**config.mk**
```make
export PLATFORM = sky130hd
export DESIGN_NAME = hs_io_device
export DESIGN_NICKNAME = d
export VERILOG_FILES = /design/src/rtl/hs_io_pkg.sv /design/src/rtl/hs_fifo.sv /design/src/rtl/hs_io_device.sv
export SDC_FILE = /design/constraint.sdc
export NUM_CORES = 1
export LEC_CHECK = 0
export BUFFER_PORTS_ARGS = -buffer_cell sky130_fd_sc_hd__buf_2
export CELL_PAD_IN_SITES_DETAIL_PLACEMENT = 1
export CELL_PAD_IN_SITES_GLOBAL_PLACEMENT = 1
export CORE_MARGIN = 5
export CORE_UTILIZATION = 47
export CTS_CLUSTER_DIAMETER = 40
export DETAILED_ROUTE_END_ITERATION = 8
export PLACE_DENSITY_LB_ADDON = 0.1
export RECOVER_POWER = 100
export SYNTH_ARGS = -nofsm -noshare
export SYNTH_HDL_FRONTEND = slang
export SYNTH_SLANG_ARGS = --single-unit
```
**constraint.sdc**
```tcl
create_clock -name g_clk -period 3.2 [get_ports g_clk]
set_input_delay 0.48 -clock g_clk [delete_from_list [all_inputs] [get_ports g_clk]]
set_output_delay 0.48 -clock g_clk [all_outputs]
set_load 0.03 [all_outputs]
```
**src/rtl/hs_io_pkg.sv**
```systemverilog
// rtl/hs_io_pkg.sv - shared types and constants for the handshake I/O device
package hs_io_pkg;

    typedef enum logic {
        IDLE = 1'b0,
        ACK  = 1'b1
    } hs_state_e;

    localparam int HS_DATA_W          = 8;
    localparam int HS_DEFAULT_DEPTH   = 4;
    localparam int HS_DEFAULT_TIMEOUT = 255;

endpackage

```
**src/rtl/hs_fifo.sv**
```systemverilog
// rtl/hs_fifo.sv - circular FIFO with push/pop/full/empty/count, no bypass
module hs_fifo #(
    parameter int WIDTH = 8,
    parameter int DEPTH = 4
) (
    input  logic                     clk,
    input  logic                     resetn,
    input  logic                     push,
    input  logic [WIDTH-1:0]         push_data,
    input  logic                     pop,
    output logic [WIDTH-1:0]         pop_data,
    output logic                     full,
    output logic                     empty,
    output logic [$clog2(DEPTH):0]   count
);

    localparam int AW = $clog2(DEPTH);
    localparam int CW = $clog2(DEPTH) + 1;

    logic [WIDTH-1:0] mem_q [DEPTH];
    logic [AW-1:0]    wr_ptr_q;
    logic [AW-1:0]    rd_ptr_q;
    logic [CW-1:0]    count_q;
    logic             do_push;
    logic             do_pop;

    assign full     = (count_q == CW'(DEPTH));
    assign empty    = (count_q == '0);
    assign count    = count_q;
    assign pop_data = mem_q[rd_ptr_q];

    // Refused operations are filtered here so callers may strobe freely.
    assign do_push = push && !full;
    assign do_pop  = pop && !empty;

    always_ff @(posedge clk) begin
        if (resetn && do_push) begin
            mem_q[wr_ptr_q] <= push_data;
        end
    end

    // Power-of-two depth lets the pointers wrap naturally.
    always_ff @(posedge clk) begin
        if (!resetn) begin
            wr_ptr_q <= '0;
            rd_ptr_q <= '0;
            count_q  <= '0;
        end else begin
            if (do_push) begin
                wr_ptr_q <= wr_ptr_q + AW'(1);
            end
            if (do_pop) begin
                rd_ptr_q <= rd_ptr_q + AW'(1);
            end
            case ({do_push, do_pop})
                2'b10:   count_q <= count_q + CW'(1);
                2'b01:   count_q <= count_q - CW'(1);
                default: count_q <= count_q;
            endcase
        end
    end

endmodule

```
**src/rtl/hs_io_device.sv**
```systemverilog
// rtl/hs_io_device.sv - four-phase handshake peripheral with RX/TX FIFOs; option HS_IO_REQ_SYNC_EN
module hs_io_device
    import hs_io_pkg::*;
#(
    parameter int DEPTH   = HS_DEFAULT_DEPTH,
    parameter int TIMEOUT = HS_DEFAULT_TIMEOUT
) (
    input  logic                    g_clk,
    input  logic                    g_clr,
    input  logic [HS_DATA_W-1:0]    cpu_data_in,
    input  logic                    cpu_req,
    input  logic                    cpu_rd,
    output logic [HS_DATA_W-1:0]    cpu_data_out,
    output logic                    cpu_ack,
    input  logic [HS_DATA_W-1:0]    tx_data,
    input  logic                    tx_valid,
    output logic                    tx_ready,
    output logic [HS_DATA_W-1:0]    rx_data,
    output logic                    rx_valid,
    input  logic                    rx_ready,
    output logic [$clog2(DEPTH):0]  rx_count,
    output logic [$clog2(DEPTH):0]  tx_count,
    output logic                    stall_err,
    input  logic                    err_clr
);

    localparam logic [7:0] TIMEOUT_LIM = 8'(TIMEOUT);

    hs_state_e            state_q;
    logic                 ack_q;
    logic [HS_DATA_W-1:0] data_out_q;
    logic [7:0]           stall_cnt_q;
    logic [7:0]           stall_cnt_d;
    logic                 stall_err_q;
    logic                 stall_err_d;

    logic                 req_eff;
    logic                 rx_push;
    logic                 tx_pop;
    logic                 stalled;
    logic                 err_set;
    logic                 rx_full;
    logic                 rx_empty;
    logic                 tx_full;
    logic                 tx_empty;
    logic [HS_DATA_W-1:0] tx_head;

`ifdef HS_IO_REQ_SYNC_EN
    logic req_s1_q;
    logic req_s2_q;

    always_ff @(posedge g_clk) begin
        if (!g_clr) begin
            req_s1_q <= 1'b0;
            req_s2_q <= 1'b0;
        end else begin
            req_s1_q <= cpu_req;
            req_s2_q <= req_s1_q;
        end
    end

    assign req_eff = req_s2_q;
`else
    assign req_eff = cpu_req;
`endif

    hs_fifo #(
        .WIDTH (HS_DATA_W),
        .DEPTH (DEPTH)
    ) u_rx_fifo (
        .clk       (g_clk),
        .resetn    (g_clr),
        .push      (rx_push),
        .push_data (cpu_data_in),
        .pop       (rx_ready),
        .pop_data  (rx_data),
        .full      (rx_full),
        .empty     (rx_empty),
        .count     (rx_count)
    );

    hs_fifo #(
        .WIDTH (HS_DATA_W),
        .DEPTH (DEPTH)
    ) u_tx_fifo (
        .clk       (g_clk),
        .resetn    (g_clr),
        .push      (tx_valid),
        .push_data (tx_data),
        .pop       (tx_pop),
        .pop_data  (tx_head),
        .full      (tx_full),
        .empty     (tx_empty),
        .count     (tx_count)
    );

    assign tx_ready = !tx_full;
    assign rx_valid = !rx_empty;

    always_comb begin
        rx_push = 1'b0;
        tx_pop  = 1'b0;
        stalled = 1'b0;
        if (state_q == IDLE && req_eff) begin
            if (!cpu_rd) begin
                rx_push = !rx_full;
                stalled = rx_full;
            end else begin
                tx_pop  = !tx_empty;
                stalled = tx_empty;
            end
        end
    end

    // Counter saturates; a stall that persists keeps re-asserting the error.
    always_comb begin
        stall_cnt_d = 8'h00;
        if (stalled) begin
            stall_cnt_d = (stall_cnt_q == 8'hFF) ? stall_cnt_q : stall_cnt_q + 8'h01;
        end
        err_set     = stalled && (stall_cnt_d >= TIMEOUT_LIM);
        stall_err_d = err_set ? 1'b1 : (err_clr ? 1'b0 : stall_err_q);
    end

    always_ff @(posedge g_clk) begin
        if (!g_clr) begin
            state_q     <= IDLE;
            ack_q       <= 1'b0;
            data_out_q  <= '0;
            stall_cnt_q <= 8'h00;
            stall_err_q <= 1'b0;
        end else begin
            stall_cnt_q <= stall_cnt_d;
            stall_err_q <= stall_err_d;
            case (state_q)
                IDLE: begin
                    if (rx_push || tx_pop) begin
                        state_q <= ACK;
                        ack_q   <= 1'b1;
                        if (tx_pop) begin
                            data_out_q <= tx_head;
                        end
                    end
                end
                ACK: begin
                    // One transfer per request: wait here until req is released.
                    if (!req_eff) begin
                        state_q <= IDLE;
                        ack_q   <= 1'b0;
                    end
                end
                default: begin
                    state_q <= IDLE;
                    ack_q   <= 1'b0;
                end
            endcase
        end
    end

    assign cpu_ack      = ack_q;
    assign cpu_data_out = data_out_q;
    assign stall_err    = stall_err_q;

endmodule

```
==> impl_metrics.yaml <==
sta:
  finClkSkew_ns: 0.007246
  tns_ns: 0
  setup_violations: 0
  rsz0062_at_grt: "false"
  tightestPinTransition_ns: 0.8087
  hold_viol: 0
  slew_headroom_pct: 46.03
  fin_crit_sh_pct: 80.05
  max_freq_mhz: 390.4
  fin_crit_ns: 2.562
  maxSlewViolCount: 0
final_layout:
  utilization_pct: 54.47
  nNetsFinal: 376
  antenna_cells: 0
  final_common_cell: "edfxtp_1"
  stdcell_count: 450
  drive_above_1_share_pct: 11.59
  final_cell_mix: "edfxtp_1 (64), clkbuf_1 (43), dfxtp_1 (35)"
  syn_to_final_growth_pct: 11.62
  finalInstanceArea_um2: 4521
clock_tree:
  htreeDepth: 3
  clkTransAtPathRegs_ns: 0.09
  root_buffer: "clkbuf_8"
  cts_tree: "yes"
  cts.sinks: 99
  cts_hold_buf: 0
  clock_path_buffers: 2
  clk-insertion-delay-late_ns: 0.35
  cts_resized: 0
  postCtsSetupRepairBufs: 0
  cts_buffers: 9
placement:
  gp_congestion: 0.8077
  portBuffers: 48
  post_dp_cell_area_um2: 4368
  dp.cells: 434
  place_hpwl_um: 5474
synthesis:
  synthSimpleGateAreaFrac_pct: 10.47
  synth_edf_count: 64
  ys.flop_type: "edfxtp_1"
  synth_xor_area_share_pct: 2.379
  syn-instance-count: 293
  synth_nets: 329
  synth_compound_area_share_pct: 6.024
  synth-seq-cells: 99
  synth.avg_cell_area_um2: 13.82
  synthAdderAreaFrac_pct: 4.387
  yosys_warnings: 0
  synth_top_family_by_area: "simple AND/OR/NAND/NOR gates"
  ys_async_sr_fraction_pct: 0
  synth_mux_area_share_pct: 8.897
  yosysUniqueCellTypes: 39
  ys_seq_area_share_pct: 64.75
  syn-cell-area_um2: 4050
run_status:
  status: "completed"
power:
  leakage_nw: 1.489
  ir_worst_vdd_uv: 326.1
  power.density_nw_per_um2: 659.4
detailed_routing:
  via_count: 2432
  ant_nets: 0
  wl_per_cell_um: 17.25
  drt_iter0_drc: 90
  drtPass1Iterations: 4
  vias_per_cell: 5.404
  routed_wl_um: 7763
  drc_errors: 0
global_routing:
  grt.overflow.total: 0
  grt_usage_pct: 16.28
  grt_start_max_net_pins: 26
  grt_pass1_vias: 2559
  grt_antenna_before_repair: 0
  grt_pass1_wl_um: 12930
floorplanning:
  io_pins: 49
  coreArea_um2: 8299
  die_width_um: 102.8
  start_util_pct: 48.80
  die_area_um2: 10570
  rows: 33
  die_y_um: 102.8
setup_path:
  worstSetupEndpointType: "register"
  crit_start: "u_rx_fifo.count[0]"
  r2r_start: "u_rx_fifo.count[0]"
  crit_fanout: 7
  crit_type: "register to register"
  cp.required_ns: 3.47
  worstPathArrival_ns: 2.83
  reg2reg_setup_slack_ns: 0.64
  rr_endpoint: "u_rx_fifo.count[2]"
  cp-start-kind: "register"
  rr_worst_depth: 9
  setup.worst_path.end: "u_rx_fifo.count[2]"
flow_run:
  maxCapViolations: 0
min_path:
  worstHoldPathType: "input pin to register"
[worst max-delay path, stage by stage (launching register included)]
cell,delay [ns]
dfxtp_1,0.47
nor2_1,0.08
a211oi_1,0.69
inv_1,0.22
ha_1,0.27
inv_1,0.07
fa_1,0.18
xor2_1,0.08
or3_1,0.31
a21oi_1,0.14
[cells by family after synthesis]
group           Yosys count
buf+inv                  30
flops                    99
mux                      16
simple gates             85
xor+xnor                 11
compound gates           39
fa+ha+maj                13
[Yosys cell counts, types with 2 or more instances]
library cell / n / area [um2]
edfxtp_1: 64 / 1922
dfxtp_1: 35 / 700.7
nand2_1: 29 / 108.9
nor2_1: 20 / 75.07
a21oi_1: 19 / 95.09
inv_1: 16 / 60.06
mux4_2: 16 / 360.4
and3_1: 11 / 68.82
ha_1: 11 / 137.6
buf_2: 7 / 35.03
xor2_1: 6 / 52.55
a31oi_1: 5 / 31.28
nor3_1: 5 / 25.02
o21ai_0: 5 / 25.02
xnor2_1: 5 / 43.79
clkbuf_1: 4 / 15.01
or3_1: 4 / 25.02
nand3_1: 3 / 15.01
nand4_1: 3 / 18.77
a211oi_1: 2 / 15.01
fa_1: 2 / 40.04
nand2b_1: 2 / 12.51
nand3b_1: 2 / 15.01
nor4b_2: 2 / 30.03
[registers in the layout (all words and copies together) (netlist names), named ones only]
register / flops
u_tx_fifo.wr_ptr_q: 2
cpu_data_out: 8
u_rx_fifo.rd_ptr_q: 2
u_tx_fifo.mem_q: 32
cpu_ack: 1
u_tx_fifo.rd_ptr_q: 2
u_rx_fifo.wr_ptr_q: 2
u_rx_fifo.mem_q: 32
u_rx_fifo.count: 3
u_tx_fifo.count: 3
stall_err: 1
state_q: 1
stall_cnt_q: 8
[metal layers]
metal | up-vias | track usage [%] | wire, um
met3 | 9 | 3.451 | 343
met1 | 1204 | 22.56 | 3500
met4 | 0 | 5.976 | 97
met5 | - | 0 | 0
met2 | 55 | 25.52 | 3821
li1 | 1164 | - | -
[final cells by class]
cell class	count	area, um2
clock inverters	7	92.59
inverters	17	63.81
repair buffers	49	193.9
well taps	105	131.4
clock buffers	9	123.9
flip-flops and latches	99	2623
multi-input cells	164	1292
fillers	865	3779
[worst min-delay path by stage]
stage                     startpoint                    end  cells after the start
2_1_floorplan  u_rx_fifo.wr_ptr_q[1]  u_rx_fifo.wr_ptr_q[1]                      2
3_3_place_gp         cpu_data_out[1]        cpu_data_out[1]                      2
3_5_place_dp         cpu_data_out[2]        cpu_data_out[2]                      2
4_1_cts               cpu_data_in[3]  u_rx_fifo.mem_q[3][3]                      1
5_1_grt                      err_clr              stall_err                      3
6_report              cpu_data_in[3]  u_rx_fifo.mem_q[3][3]                      1
[through the flow]
stage | setup slack [ns] | power, mW | hold WS (ns)
floorplan | 0.4800 | 2.015 | 0.4692
global placement | 0.7574 | 2.177 | 0.4431
detailed placement | 0.6637 | 2.194 | 0.4555
CTS | 0.6979 | 3.048 | 0.3200
global route | 0.3756 | 3.168 | 0.3744
finish | 0.6385 | 2.981 | 0.3842
[where the power goes]
part / total, mW / internal [mW] / switching (mW)
combinational: 0.583 / 0.220 / 0.363
sequential: 1.54 / 1.44 / 0.106
clock: 0.854 / 0.438 / 0.416
Note: power is estimated with default switching activity, not from simulation.
